[src/rtl/pipe_pkg.sv]
// Shared pipeline definitions: bus widths, bus field offsets, div_op encoding
// and the divider state type.
package pipe_pkg;
    localparam int ID_EXE_W  = 183;
    localparam int EXE_MEM_W = 103;
    localparam int EXE_WR_W  = 39;

    // ID_to_EXE_bus field LSB positions
    localparam int IE_INST_LSB    = 0;
    localparam int IE_PC_LSB      = 32;
    localparam int IE_RKD_LSB     = 64;
    localparam int IE_DEST_LSB    = 96;
    localparam int IE_MEM_WE_BIT  = 101;
    localparam int IE_GR_WE_BIT   = 102;
    localparam int IE_RES_MEM_BIT = 103;
    localparam int IE_DIV_OP_LSB  = 104;
    localparam int IE_SRC2_LSB    = 107;
    localparam int IE_SRC1_LSB    = 139;
    localparam int IE_ALU_OP_LSB  = 171;

    // EXE_to_MEM_bus field LSB positions
    localparam int EM_INST_LSB    = 0;
    localparam int EM_PC_LSB      = 32;
    localparam int EM_DEST_LSB    = 64;
    localparam int EM_GR_WE_BIT   = 69;
    localparam int EM_RES_MEM_BIT = 70;
    localparam int EM_RESULT_LSB  = 71;

    // EXE_wr_bus field LSB positions
    localparam int WR_RESULT_LSB  = 0;
    localparam int WR_DEST_LSB    = 32;
    localparam int WR_IS_LOAD_BIT = 37;
    localparam int WR_WRITE_BIT   = 38;

    // div_op = {is_div, is_signed, want_rem}
    localparam int DIV_OP_IS_DIV = 2;
    localparam int DIV_OP_SIGNED = 1;
    localparam int DIV_OP_REM    = 0;

    typedef enum logic [1:0] {IDLE, BUSY, DONE} div_state_t;
endpackage

[src/rtl/exe_stage_if.sv]
// Decode/memory-side handshake and bus signals of the execute stage.
interface exe_stage_if;
    import pipe_pkg::*;

    logic                 ID_to_EXE_valid;
    logic [ID_EXE_W-1:0]  ID_to_EXE_bus;
    logic                 EXE_allow_in;
    logic                 EXE_to_MEM_valid;
    logic                 MEM_allow_in;
    logic [EXE_MEM_W-1:0] EXE_to_MEM_bus;
    logic                 data_sram_en;
    logic [3:0]           data_sram_we;
    logic [31:0]          data_sram_addr;
    logic [31:0]          data_sram_wdata;
    logic [EXE_WR_W-1:0]  EXE_wr_bus;

    modport master (
        output ID_to_EXE_valid, ID_to_EXE_bus, MEM_allow_in,
        input  EXE_allow_in, EXE_to_MEM_valid, EXE_to_MEM_bus,
               data_sram_en, data_sram_we, data_sram_addr, data_sram_wdata, EXE_wr_bus
    );

    modport slave (
        input  ID_to_EXE_valid, ID_to_EXE_bus, MEM_allow_in,
        output EXE_allow_in, EXE_to_MEM_valid, EXE_to_MEM_bus,
               data_sram_en, data_sram_we, data_sram_addr, data_sram_wdata, EXE_wr_bus
    );
endinterface

[src/rtl/alu.sv]
// Single-cycle ALU with one-hot operation select:
// add, sub, slt, sltu, and, nor, or, xor, sll, srl, sra, lui.
module alu (
    input  logic [11:0] alu_op,
    input  logic [31:0] src1,
    input  logic [31:0] src2,
    output logic [31:0] result
);
    logic        use_sub;
    logic [31:0] b_in;
    logic [32:0] sum;
    logic        slt_res;
    logic        sltu_res;

    // sub/slt/sltu share the adder as src1 + ~src2 + 1
    assign use_sub  = alu_op[1] | alu_op[2] | alu_op[3];
    assign b_in     = use_sub ? ~src2 : src2;
    assign sum      = {1'b0, src1} + {1'b0, b_in} + {32'b0, use_sub};
    assign slt_res  = (src1[31] & ~src2[31]) | (~(src1[31] ^ src2[31]) & sum[31]);
    assign sltu_res = ~sum[32];

    always_comb begin
        result = '0;
        if (alu_op[0] | alu_op[1]) result = result | sum[31:0];
        if (alu_op[2])  result = result | {31'b0, slt_res};
        if (alu_op[3])  result = result | {31'b0, sltu_res};
        if (alu_op[4])  result = result | (src1 & src2);
        if (alu_op[5])  result = result | ~(src1 | src2);
        if (alu_op[6])  result = result | (src1 | src2);
        if (alu_op[7])  result = result | (src1 ^ src2);
        if (alu_op[8])  result = result | (src1 << src2[4:0]);
        if (alu_op[9])  result = result | (src1 >> src2[4:0]);
        if (alu_op[10]) result = result | 32'($signed(src1) >>> src2[4:0]);
        if (alu_op[11]) result = result | src2;
    end
endmodule

[src/rtl/div_iter.sv]
// Iterative restoring divider: one quotient bit per cycle on magnitudes,
// sign fix-up and divide-by-zero handling applied on the outputs.
module div_iter
    import pipe_pkg::*;
#(
    parameter int DIV_CYCLES = 32
) (
    input  logic        clk,
    input  logic        reset,
    input  logic        start,
    input  logic        ack,
    input  logic        is_signed,
    input  logic [31:0] dividend,
    input  logic [31:0] divisor,
    output logic        done,
    output logic [31:0] quotient,
    output logic [31:0] remainder
);
    localparam int CW = $clog2(DIV_CYCLES);
    localparam logic [CW-1:0] LAST = CW'(DIV_CYCLES - 1);

    div_state_t  state_reg;
    logic [CW-1:0] count_reg;
    logic [31:0] rem_reg;
    logic [31:0] quo_reg;
    logic [31:0] dvs_reg;
    logic        neg_q_reg;
    logic        neg_r_reg;
    logic        zero_reg;

    logic [31:0] a_abs;
    logic [31:0] b_abs;
    logic [32:0] shifted;
    logic [32:0] diff;

    assign a_abs   = (is_signed & dividend[31]) ? -dividend : dividend;
    assign b_abs   = (is_signed & divisor[31])  ? -divisor  : divisor;
    assign shifted = {rem_reg, quo_reg[31]};
    assign diff    = shifted - {1'b0, dvs_reg};

    always_ff @(posedge clk or posedge reset) begin
        if (reset) begin
            state_reg <= IDLE;
            count_reg <= '0;
            rem_reg   <= '0;
            quo_reg   <= '0;
            dvs_reg   <= '0;
            neg_q_reg <= 1'b0;
            neg_r_reg <= 1'b0;
            zero_reg  <= 1'b0;
        end else begin
            case (state_reg)
                IDLE: if (start) begin
                    state_reg <= BUSY;
                    count_reg <= '0;
                    rem_reg   <= '0;
                    quo_reg   <= a_abs;
                    dvs_reg   <= b_abs;
                    neg_q_reg <= is_signed & (dividend[31] ^ divisor[31]);
                    neg_r_reg <= is_signed & dividend[31];
                    zero_reg  <= (divisor == 32'd0);
                end
                BUSY: begin
                    // a borrow out of the 33-bit subtract means "restore"
                    rem_reg   <= diff[32] ? shifted[31:0] : diff[31:0];
                    quo_reg   <= {quo_reg[30:0], ~diff[32]};
                    count_reg <= count_reg + 1'b1;
                    if (count_reg == LAST) state_reg <= DONE;
                end
                DONE: if (ack) state_reg <= IDLE;
                default: state_reg <= IDLE;
            endcase
        end
    end

    // With a zero divisor the remainder register already ends up holding |dividend|
    assign done      = (state_reg == DONE);
    assign quotient  = zero_reg ? 32'hFFFF_FFFF : (neg_q_reg ? -quo_reg : quo_reg);
    assign remainder = neg_r_reg ? -rem_reg : rem_reg;
endmodule

[src/rtl/exe_stage.sv]
// Execute stage: pipeline handshake, ALU/divider result select, data-SRAM
// request and the forwarding/load-use bus back to decode.
module exe_stage
    import pipe_pkg::*;
#(
    parameter int DIV_CYCLES = 32
) (
    input  logic        clk,
    input  logic        reset,
    exe_stage_if.slave  io
);
    logic                exe_valid_reg;
    logic [ID_EXE_W-1:0] bus_reg;

    logic [11:0] alu_op;
    logic [31:0] src1;
    logic [31:0] src2;
    logic [2:0]  div_op;
    logic        res_from_mem;
    logic        gr_we;
    logic        mem_we;
    logic [4:0]  dest;
    logic [31:0] rkd_value;
    logic [31:0] pc;
    logic [31:0] inst;

    logic [31:0] alu_result;
    logic [31:0] quotient;
    logic [31:0] remainder;
    logic [31:0] result;
    logic        is_div;
    logic        div_done;
    logic        ready_go;
    logic        to_mem_valid;
    logic        handoff;

    assign alu_op       = bus_reg[IE_ALU_OP_LSB +: 12];
    assign src1         = bus_reg[IE_SRC1_LSB +: 32];
    assign src2         = bus_reg[IE_SRC2_LSB +: 32];
    assign div_op       = bus_reg[IE_DIV_OP_LSB +: 3];
    assign res_from_mem = bus_reg[IE_RES_MEM_BIT];
    assign gr_we        = bus_reg[IE_GR_WE_BIT];
    assign mem_we       = bus_reg[IE_MEM_WE_BIT];
    assign dest         = bus_reg[IE_DEST_LSB +: 5];
    assign rkd_value    = bus_reg[IE_RKD_LSB +: 32];
    assign pc           = bus_reg[IE_PC_LSB +: 32];
    assign inst         = bus_reg[IE_INST_LSB +: 32];

    assign is_div       = div_op[DIV_OP_IS_DIV];
    assign ready_go     = ~is_div | div_done;
    assign to_mem_valid = exe_valid_reg & ready_go;
    assign handoff      = to_mem_valid & io.MEM_allow_in;

    assign io.EXE_allow_in     = ~exe_valid_reg | handoff;
    assign io.EXE_to_MEM_valid = to_mem_valid;

    always_ff @(posedge clk or posedge reset) begin
        if (reset) begin
            exe_valid_reg <= 1'b0;
            bus_reg       <= '0;
        end else begin
            if (io.EXE_allow_in) exe_valid_reg <= io.ID_to_EXE_valid;
            if (io.ID_to_EXE_valid & io.EXE_allow_in) bus_reg <= io.ID_to_EXE_bus;
        end
    end

    alu u_alu (
        .alu_op (alu_op),
        .src1   (src1),
        .src2   (src2),
        .result (alu_result)
    );

    div_iter #(
        .DIV_CYCLES (DIV_CYCLES)
    ) u_div (
        .clk       (clk),
        .reset     (reset),
        .start     (exe_valid_reg & is_div),
        .ack       (handoff),
        .is_signed (div_op[DIV_OP_SIGNED]),
        .dividend  (src1),
        .divisor   (src2),
        .done      (div_done),
        .quotient  (quotient),
        .remainder (remainder)
    );

    assign result = ~is_div ? alu_result : (div_op[DIV_OP_REM] ? remainder : quotient);

    // The request fires only on the cycle the instruction moves into MEM
    assign io.data_sram_en    = exe_valid_reg & (res_from_mem | mem_we) & io.MEM_allow_in & ready_go;
    assign io.data_sram_we    = mem_we ? 4'hF : 4'h0;
    assign io.data_sram_addr  = alu_result;
    assign io.data_sram_wdata = rkd_value;

    always_comb begin
        io.EXE_to_MEM_bus = '0;
        io.EXE_to_MEM_bus[EM_RESULT_LSB +: 32] = result;
        io.EXE_to_MEM_bus[EM_RES_MEM_BIT]      = res_from_mem;
        io.EXE_to_MEM_bus[EM_GR_WE_BIT]        = gr_we;
        io.EXE_to_MEM_bus[EM_DEST_LSB +: 5]    = dest;
        io.EXE_to_MEM_bus[EM_PC_LSB +: 32]     = pc;
        io.EXE_to_MEM_bus[EM_INST_LSB +: 32]   = inst;
    end

    always_comb begin
        io.EXE_wr_bus = '0;
        io.EXE_wr_bus[WR_WRITE_BIT]         = gr_we & exe_valid_reg;
        io.EXE_wr_bus[WR_IS_LOAD_BIT]       = res_from_mem & exe_valid_reg;
        io.EXE_wr_bus[WR_DEST_LSB +: 5]     = dest;
        io.EXE_wr_bus[WR_RESULT_LSB +: 32]  = result;
    end
endmodule

[src/flat_wrapper.sv]
// flat-port wrapper written by rule: the top's interface ports become plain ports
module exe_stage_flat import pipe_pkg::*;
#(
    parameter int DIV_CYCLES = 32
)
  (clk, reset, io_ID_to_EXE_valid, io_ID_to_EXE_bus, io_MEM_allow_in, io_EXE_allow_in, io_EXE_to_MEM_valid, io_EXE_to_MEM_bus, io_data_sram_en, io_data_sram_we, io_data_sram_addr, io_data_sram_wdata, io_EXE_wr_bus);
  exe_stage_if io_i ();
  input  logic clk;
  input  logic reset;
  input wire logic [$bits(io_i.ID_to_EXE_valid)-1:0] io_ID_to_EXE_valid;
  input wire logic [$bits(io_i.ID_to_EXE_bus)-1:0] io_ID_to_EXE_bus;
  input wire logic [$bits(io_i.MEM_allow_in)-1:0] io_MEM_allow_in;
  output wire logic [$bits(io_i.EXE_allow_in)-1:0] io_EXE_allow_in;
  output wire logic [$bits(io_i.EXE_to_MEM_valid)-1:0] io_EXE_to_MEM_valid;
  output wire logic [$bits(io_i.EXE_to_MEM_bus)-1:0] io_EXE_to_MEM_bus;
  output wire logic [$bits(io_i.data_sram_en)-1:0] io_data_sram_en;
  output wire logic [$bits(io_i.data_sram_we)-1:0] io_data_sram_we;
  output wire logic [$bits(io_i.data_sram_addr)-1:0] io_data_sram_addr;
  output wire logic [$bits(io_i.data_sram_wdata)-1:0] io_data_sram_wdata;
  output wire logic [$bits(io_i.EXE_wr_bus)-1:0] io_EXE_wr_bus;
  assign io_i.ID_to_EXE_valid = io_ID_to_EXE_valid;
  assign io_i.ID_to_EXE_bus = io_ID_to_EXE_bus;
  assign io_i.MEM_allow_in = io_MEM_allow_in;
  assign io_EXE_allow_in = io_i.EXE_allow_in;
  assign io_EXE_to_MEM_valid = io_i.EXE_to_MEM_valid;
  assign io_EXE_to_MEM_bus = io_i.EXE_to_MEM_bus;
  assign io_data_sram_en = io_i.data_sram_en;
  assign io_data_sram_we = io_i.data_sram_we;
  assign io_data_sram_addr = io_i.data_sram_addr;
  assign io_data_sram_wdata = io_i.data_sram_wdata;
  assign io_EXE_wr_bus = io_i.EXE_wr_bus;
  exe_stage #(.DIV_CYCLES(DIV_CYCLES)) u_core (.clk(clk), .reset(reset), .io(io_i));
endmodule
[config.mk]
export PLATFORM = sky130hd
export DESIGN_NAME = exe_stage_flat
export DESIGN_NICKNAME = d
export VERILOG_FILES = /design/src/rtl/pipe_pkg.sv /design/src/rtl/exe_stage_if.sv /design/src/rtl/alu.sv /design/src/rtl/div_iter.sv /design/src/rtl/exe_stage.sv /design/src/flat_wrapper.sv
export SDC_FILE = /design/constraint.sdc
export NUM_CORES = 1
export LEC_CHECK = 0
export BUFFER_PORTS_ARGS = -buffer_cell sky130_fd_sc_hd__buf_2
export CELL_PAD_IN_SITES_DETAIL_PLACEMENT = 0
export CELL_PAD_IN_SITES_GLOBAL_PLACEMENT = 2
export CORE_UTILIZATION = 23
export CTS_CLUSTER_SIZE = 14
export DETAILED_ROUTE_END_ITERATION = 8
export MAX_ROUTING_LAYER = met4
export PLACE_DENSITY = 0.53
export SYNTH_ARGS = -nofsm -noshare
export SYNTH_HDL_FRONTEND = slang
export SYNTH_SLANG_ARGS = --single-unit
[constraint.sdc]
create_clock -name clk -period 28.2 [get_ports clk]
set_clock_uncertainty 0.1 [all_clocks]
set_input_delay 2.82 -clock clk [delete_from_list [all_inputs] [get_ports clk]]
set_output_delay 2.82 -clock clk [all_outputs]
set_load 0.02 [all_outputs]
Yosys cells after proc, flatten, opt, wreduce, memory -nomap -nowiden
Cells that the tools add are included.
- add/subtract/negate cells: 8
- equal/unequal tests: 6
- shift operators: 3
- multiplexer cells: 31
- bitwise gates (word level): 43
- reduce and logical (&&, ||, !) cells: 6
- operator list (kind ; count):
    $mux 32 ; 22
    $or 32x32->32 ; 9
    $neg 32->32 ; 4
    $pmux 32 s2 ; 2
    $not 32->32 ; 2
    $or 32x1->32 ; 2
    $add 32x32->33 ; 1
    $add 33x1->33 ; 1
    $sub 33x32->33 ; 1
    $and 32x32->32 ; 1
    $logic_not 32->1 ; 1
    $shl 32x5->32 ; 1
    $shr 32x5->32 ; 1
    $sshr 32x5->32 ; 1
    $xor 32x32->32 ; 1
    $and 1x1->1 ; 14
    $pmux 5 s2 ; 1
    $or 1x1->1 ; 7
    $mux 2 ; 3
    $ne 2x2->1 const B ; 3
    $not 1->1 ; 6
    $pmux 2 s3 ; 1
    $add 5x1->5 const B ; 1
    $eq 5x5->1 const B ; 1
    other kinds (9) ; 10
- bits in registers: 290
- bits of input ports: 187
- output and inout port bits: 213
- word-level logic and storage cells: 107

Longest topological paths before layout
- word-level depth: 28
- mapped depth: 15
- gate-level depth less buffers: 12

By module
From an unflattened synthesis, not the netlist that was laid out.
- cells, all modules: 2777
- area, all modules: 25877.3 µm²
- by module, submodules not included (module ; times used ; cells each ; area each (µm²) ; seq. area each (µm²)):
    exe_stage ; 1 ; 653 ; 9401.5 ; 4604.4
    div_iter ; 1 ; 1117 ; 8772.2 ; 2652.5
    alu ; 1 ; 1007 ; 7703.6 ; 0.0

Least setup slack after synthesis
No wires, ideal clock.
- kind: reg-to-output
- start: reg u_core.bus_reg[110]
- end: out io_EXE_wr_bus[21]
- arrival time: 4.307 ns
- required time: 25.280 ns
- path slack: 20.973 ns
- stages on the path, launching flop included: 16
- path buffers: 5
- path through: dfrtp_1 -> clkbuf_1 -> clkbuf_1 -> clkbuf_1 -> buf_1 -> xnor2_1 -> ha_1 -> o21a_1 -> o211a_1 -> o211a_1 -> nor2_1 -> o21ai_1 -> o21a_1 -> o311ai_0 -> a21o_1 -> buf_4
- word-level cells in the longest chain between the ends: 26
- elaborated cells on any way between the ends: 29
- those cells by class: add/sub: 2; shift: 3; mux: 13; bitwise: 11
- ends and longest elaborated chain (element ; line ; RTL):
    from (decl) ; exe_stage.sv:13 ; logic [ID_EXE_W-1:0] bus_reg;
    from (signal assigned) ; exe_stage.sv:63 ; if (io.ID_to_EXE_valid & io.EXE_allow_in) bus_reg <= io.ID_to_EXE_bus;
    $not 32->32 ; alu.sv:17 ; assign b_in = use_sub ? ~src2 : src2;
    $mux 32 ; alu.sv:17 ;
    $add 32x32->33 ; alu.sv:18 ; assign sum = {1'b0, src1} + {1'b0, b_in} + {32'b0, use_sub};
    $add 33x1->33 ; alu.sv:18 ;
    $mux 32 ; alu.sv:24 ; if (alu_op[0] | alu_op[1]) result = result | sum[31:0];
    $or 32x1->32 ; alu.sv:25 ; if (alu_op[2]) result = result | {31'b0, slt_res};
    $mux 32 ; alu.sv:25 ;
    $or 32x1->32 ; alu.sv:26 ; if (alu_op[3]) result = result | {31'b0, sltu_res};
    [11 not listed] ; n/a ;
    $or 32x32->32 ; alu.sv:32 ; if (alu_op[9]) result = result | (src1 >> src2[4:0]);
    $mux 32 ; alu.sv:32 ;
    $or 32x32->32 ; alu.sv:33 ; if (alu_op[10]) result = result | 32'($signed(src1) >>> src2[4:0]);
    $mux 32 * ; alu.sv:33 ;
    $or 32x32->32 ; alu.sv:34 ; if (alu_op[11]) result = result | src2;
    $mux 32 * ; alu.sv:34 ;
    net io_data_sram_addr[21] ; flat_wrapper.sv:18 ; output wire logic [$bits(io_i.data_sram_addr)-1:0] io_data_sram_addr;
    $mux 32 * ; exe_stage.sv:89 ; assign result = ~is_div ? alu_result : (div_op[DIV_OP_REM] ? remainder : quotient);
    to (decl) ; flat_wrapper.sv:20 ; output wire logic [$bits(io_i.EXE_wr_bus)-1:0] io_EXE_wr_bus;
The timed path passes the listed nets; every way through them passes the cells marked *.

Final worst setup path
- start: reg u_core.bus_reg[107]
- end: out io_EXE_to_MEM_bus[91]
- word-level cells in the longest chain between the ends: 26
- elaborated cells on any way between the ends: 29
- those cells by class: add/sub: 2; shift: 3; mux: 13; bitwise: 11
- ends and longest elaborated chain (element ; line ; RTL):
    $not 32->32 ; alu.sv:17 ;
    $mux 32 ; alu.sv:17 ;
    $add 32x32->33 ; alu.sv:18 ;
    $add 33x1->33 ; alu.sv:18 ;
    $mux 32 ; alu.sv:24 ;
    $or 32x1->32 ; alu.sv:25 ;
    $mux 32 ; alu.sv:25 ;
    $or 32x1->32 ; alu.sv:26 ;
    [10 not listed] ; n/a ;
    $mux 32 ; alu.sv:31 ; if (alu_op[8]) result = result | (src1 << src2[4:0]);
    $or 32x32->32 ; alu.sv:32 ;
    $mux 32 ; alu.sv:32 ;
    $or 32x32->32 ; alu.sv:33 ;
    $mux 32 * ; alu.sv:33 ;
    $or 32x32->32 ; alu.sv:34 ;
    $mux 32 * ; alu.sv:34 ;
    $mux 32 * ; exe_stage.sv:89 ;
    to (decl) ; flat_wrapper.sv:15 ; output wire logic [$bits(io_i.EXE_to_MEM_bus)-1:0] io_EXE_to_MEM_bus;
Every way passes the cells marked *; elsewhere a longest branch is shown, timed or not.

==> results by group <==
Die
  • Die Span X: 333.8 um
  • Starting Density: 23.23%
  • Std-Cell Rows: 121
  • CORE AREA: 109000 um^2
  • Die Y: 333.8 um
  • Die area: 111400 um^2
  • I/O pins: 400

STA
  • FMAX: 122.5 MHz
  • Post-layout min period: 8163 ps
  • Sum Neg Setup Slack: 0 ps
  • Fin crit share: 28.95%
  • RSZ-0062 raised after global routing: no
  • Worst setup margin: 20040 ps
  • Fin. Hold Viols: 0
  • Max-slew headroom: 25.92%
  • Tightest Pin Transition: 1111 ps
  • Final setup violation count: 0
  • Slew Viols, Final: 0

CTS
  • Max Buffers Root-to-Sink: 3
  • H-tree Lvls: 2
  • CTS buffer count: 39
  • Clock slew seen by the registers of the worst setup and hold paths: 70 ps
  • Post_cts resized: 0
  • Root buf cell: clkbuf_16
  • Clock sink count: 290
  • Setup bufs post-CTS: 0
  • Worst-skew pair later-pin latency: 590 ps
  • CTS tree: built
  • Hold Buf Count CTS: 0

Worst hold path
  • HP Class: reg -> reg
  • Hold EP: u_core.u_div.dvs_reg[22]$_DFFE_PP0P_
  • Hold path cells: 2
  • Worst Hold Launch: u_core.u_div.dvs_reg[22]$_DFFE_PP0P_

Critical path
  • Worst R2R Start: u_core.u_div.quo_reg[31]$_DFFE_PP0P_
  • R2r worst-path depth: 13
  • Worst Setup Start Kind: flop
  • Setup crit end kind: primary output
  • Critical Path RT: 25280 ps
  • Flop2flop setup slack: 23650 ps
  • Worst EP arrival: 5240 ps
  • Worst r2r dst: u_core.u_div.rem_reg[31]$_DFFE_PP0P_
  • Critical path type: reg -> out
  • Critical path fanouts, max: 38

Yosys
  • Flops & latches, synth: 290
  • Syn nets: 3191
  • Synth warn: 0
  • Syn Std Cell Area: 25330 um^2
  • Library cells used by synthesis: 81
  • Sequential share of the synthesized area: 28.65%
  • Post-Syn Area per Cell: 8.833 um^2
  • Post-synth top area cell: dfrtp_1
  • Ys flop type: dfrtp_1
  • Post-synthesis async set-or-reset flop share: 100.0%
  • EDFF count, synth: 0
  • Top cell type's share of synthesized area: 28.65%
  • Area contributors post-synth: dfrtp_1 (29%), ha_1 (6.7%), mux4_2 (6.2%), mux2_2 (5.6%), o21ai_0 (5.5%)
  • Post-synthesis cell count: 2867

Global route
  • First-pass GRT wire length: 180.0 mm
  • Vias in the first global route: 23870
  • GRT overflow: 0
  • GRT Util Overall: 22.81%
  • Largest net degree at the start of global routing: 107
  • Initial antenna violation count: 16

Drt
  • Routed vias: 23840
  • DRT antenna net count: 0
  • DRC: 0
  • WL/cell: 28.25 um
  • Vias/cell: 5.324
  • DR pass1 iterations: 8
  • DRT Wirelength: 126.5 mm
  • Starting DRT DRC Count: 2521

Final layout
  • Commonest cells after routing, fill and taps aside: buf_2 (399), dfrtp_1 (287), o21ai_0 (276)
  • Sequential cell area: 7263 um^2
  • Share of layout cells above drive strength 1: 25.25%
  • Layout net count: 3340
  • Multi-input logic area: 15720 um^2
  • Design area: 29050 um^2
  • Max reg flops: 183
  • # fillers: 11840
  • Most common cell after layout, fill and taps aside: buf_2
  • Fin cells: 4477
  • Synth-to-Final Area Change: 14.71%

Placement
  • Hpwl dp: 96.93 mm
  • Placed cells: 4389
  • Place WS: 20650 ps
  • IO buf count: 399
  • Post-DP Area: 27750 um^2
  • GP Congestion: 0.9759

Flow run
  • Maxcap violations: 0

Outcome
  • Status: completed
==> worst max-delay path by stage <==
| stage | slack, ps | to | start | cells past startpoint |
|---|---|---|---|---|
| after global routing | 19720 | io_EXE_wr_bus[26] | u_core.bus_reg[107]$_DFFE_PP0P_ | 14 |
| final | 20040 | io_EXE_to_MEM_bus[91] | u_core.bus_reg[107]$_DFFE_PP0P_ | 13 |
| after global placement | 20650 | io_EXE_to_MEM_bus[91] | u_core.bus_reg[107]$_DFFE_PP0P_ | 13 |
| after CTS | 19960 | io_EXE_to_MEM_bus[91] | u_core.bus_reg[107]$_DFFE_PP0P_ | 13 |
| after detailed placement | 20650 | io_EXE_to_MEM_bus[91] | u_core.bus_reg[107]$_DFFE_PP0P_ | 13 |
| after floorplan | 17270 | u_core.bus_reg[0]$_DFFE_PP0P_ | reset | 1 |
==> critical path, cell delays in order, from the launching register on <==
cell	delay, ps
dfrtp_4	810
buf_4	640
or4_1	300
nand2_1	90
fa_1	440
nor2b_1	220
o31a_1	290
o31ai_1	140
o21a_1	260
o21ai_0	350
a41oi_1	210
xor2_1	400
o221ai_1	250
buf_2	210
==> through the flow <==
step                      util (%)  hold slack, ps
after CTS                    26.61           387.2
after global placement       25.45           366.0
after global routing         26.64           400.4
after floorplan                  -           349.4
final                        26.65           381.3
after detailed placement     25.45           374.4
==> cell usage after synthesis, drive strengths merged (11+ instances only) <==
master	number
nor2	161
o211ai	24
or4	15
clkbuf	185
a22oi	37
o21a	16
nor3	50
o21ai	278
dfrtp	290
nand2	261
mux2i	99
o41ai	18
mux4	70
nor2b	12
mux2	125
ha	135
buf	176
a221oi	36
a21oi	112
a211oi	14
nand2b	18
nand4	20
o22ai	11
o31ai	34
a21o	54
a222oi	30
and2	14
a31oi	17
xor2	69
nand3	81
nor4	15
xnor2	111
or3	16
inv	125
==> layout make-up <==
| type | instances | area share [%] |
|---|---|---|
| Antenna cell | 18 | 0.1550 |
| Clock buffer | 52 | 3.700 |
| Clock inverter | 18 | 0.6374 |
| Inverter | 125 | 1.641 |
| Multi-Input combinational cell | 2091 | 54.09 |
| Sequential cell | 290 | 25.00 |
| Tap cell | 1414 | 6.090 |
| Timing Repair Buffer | 469 | 8.683 |
==> cell families (layout without fill, tap and decap cells) <==
kind of cell    count (synthesis)  after routing  synth area share [%]
other cells                     0             18                     0
fa+ha+maj                     137            137                 6.828
buf+inv                       486            664                 9.451
xor+xnor                      180            180                 6.225
flops                         290            290                 28.65
compound gates                776            776                 20.25
simple gates                  704            704                 12.90
mux                           294            294                 15.70
==> metal layers <==
metal	global-route usage, %	wire [um]	vias up
met5	-	0	-
met4	6.383	3961	0
met3	5.097	10660	172
met2	34.26	55110	1113
met1	30.56	56770	11880
li1	-	-	10670
Power is not shown: default switching activity piles up to over one toggle a cycle in this logic, so the estimate is an artifact.
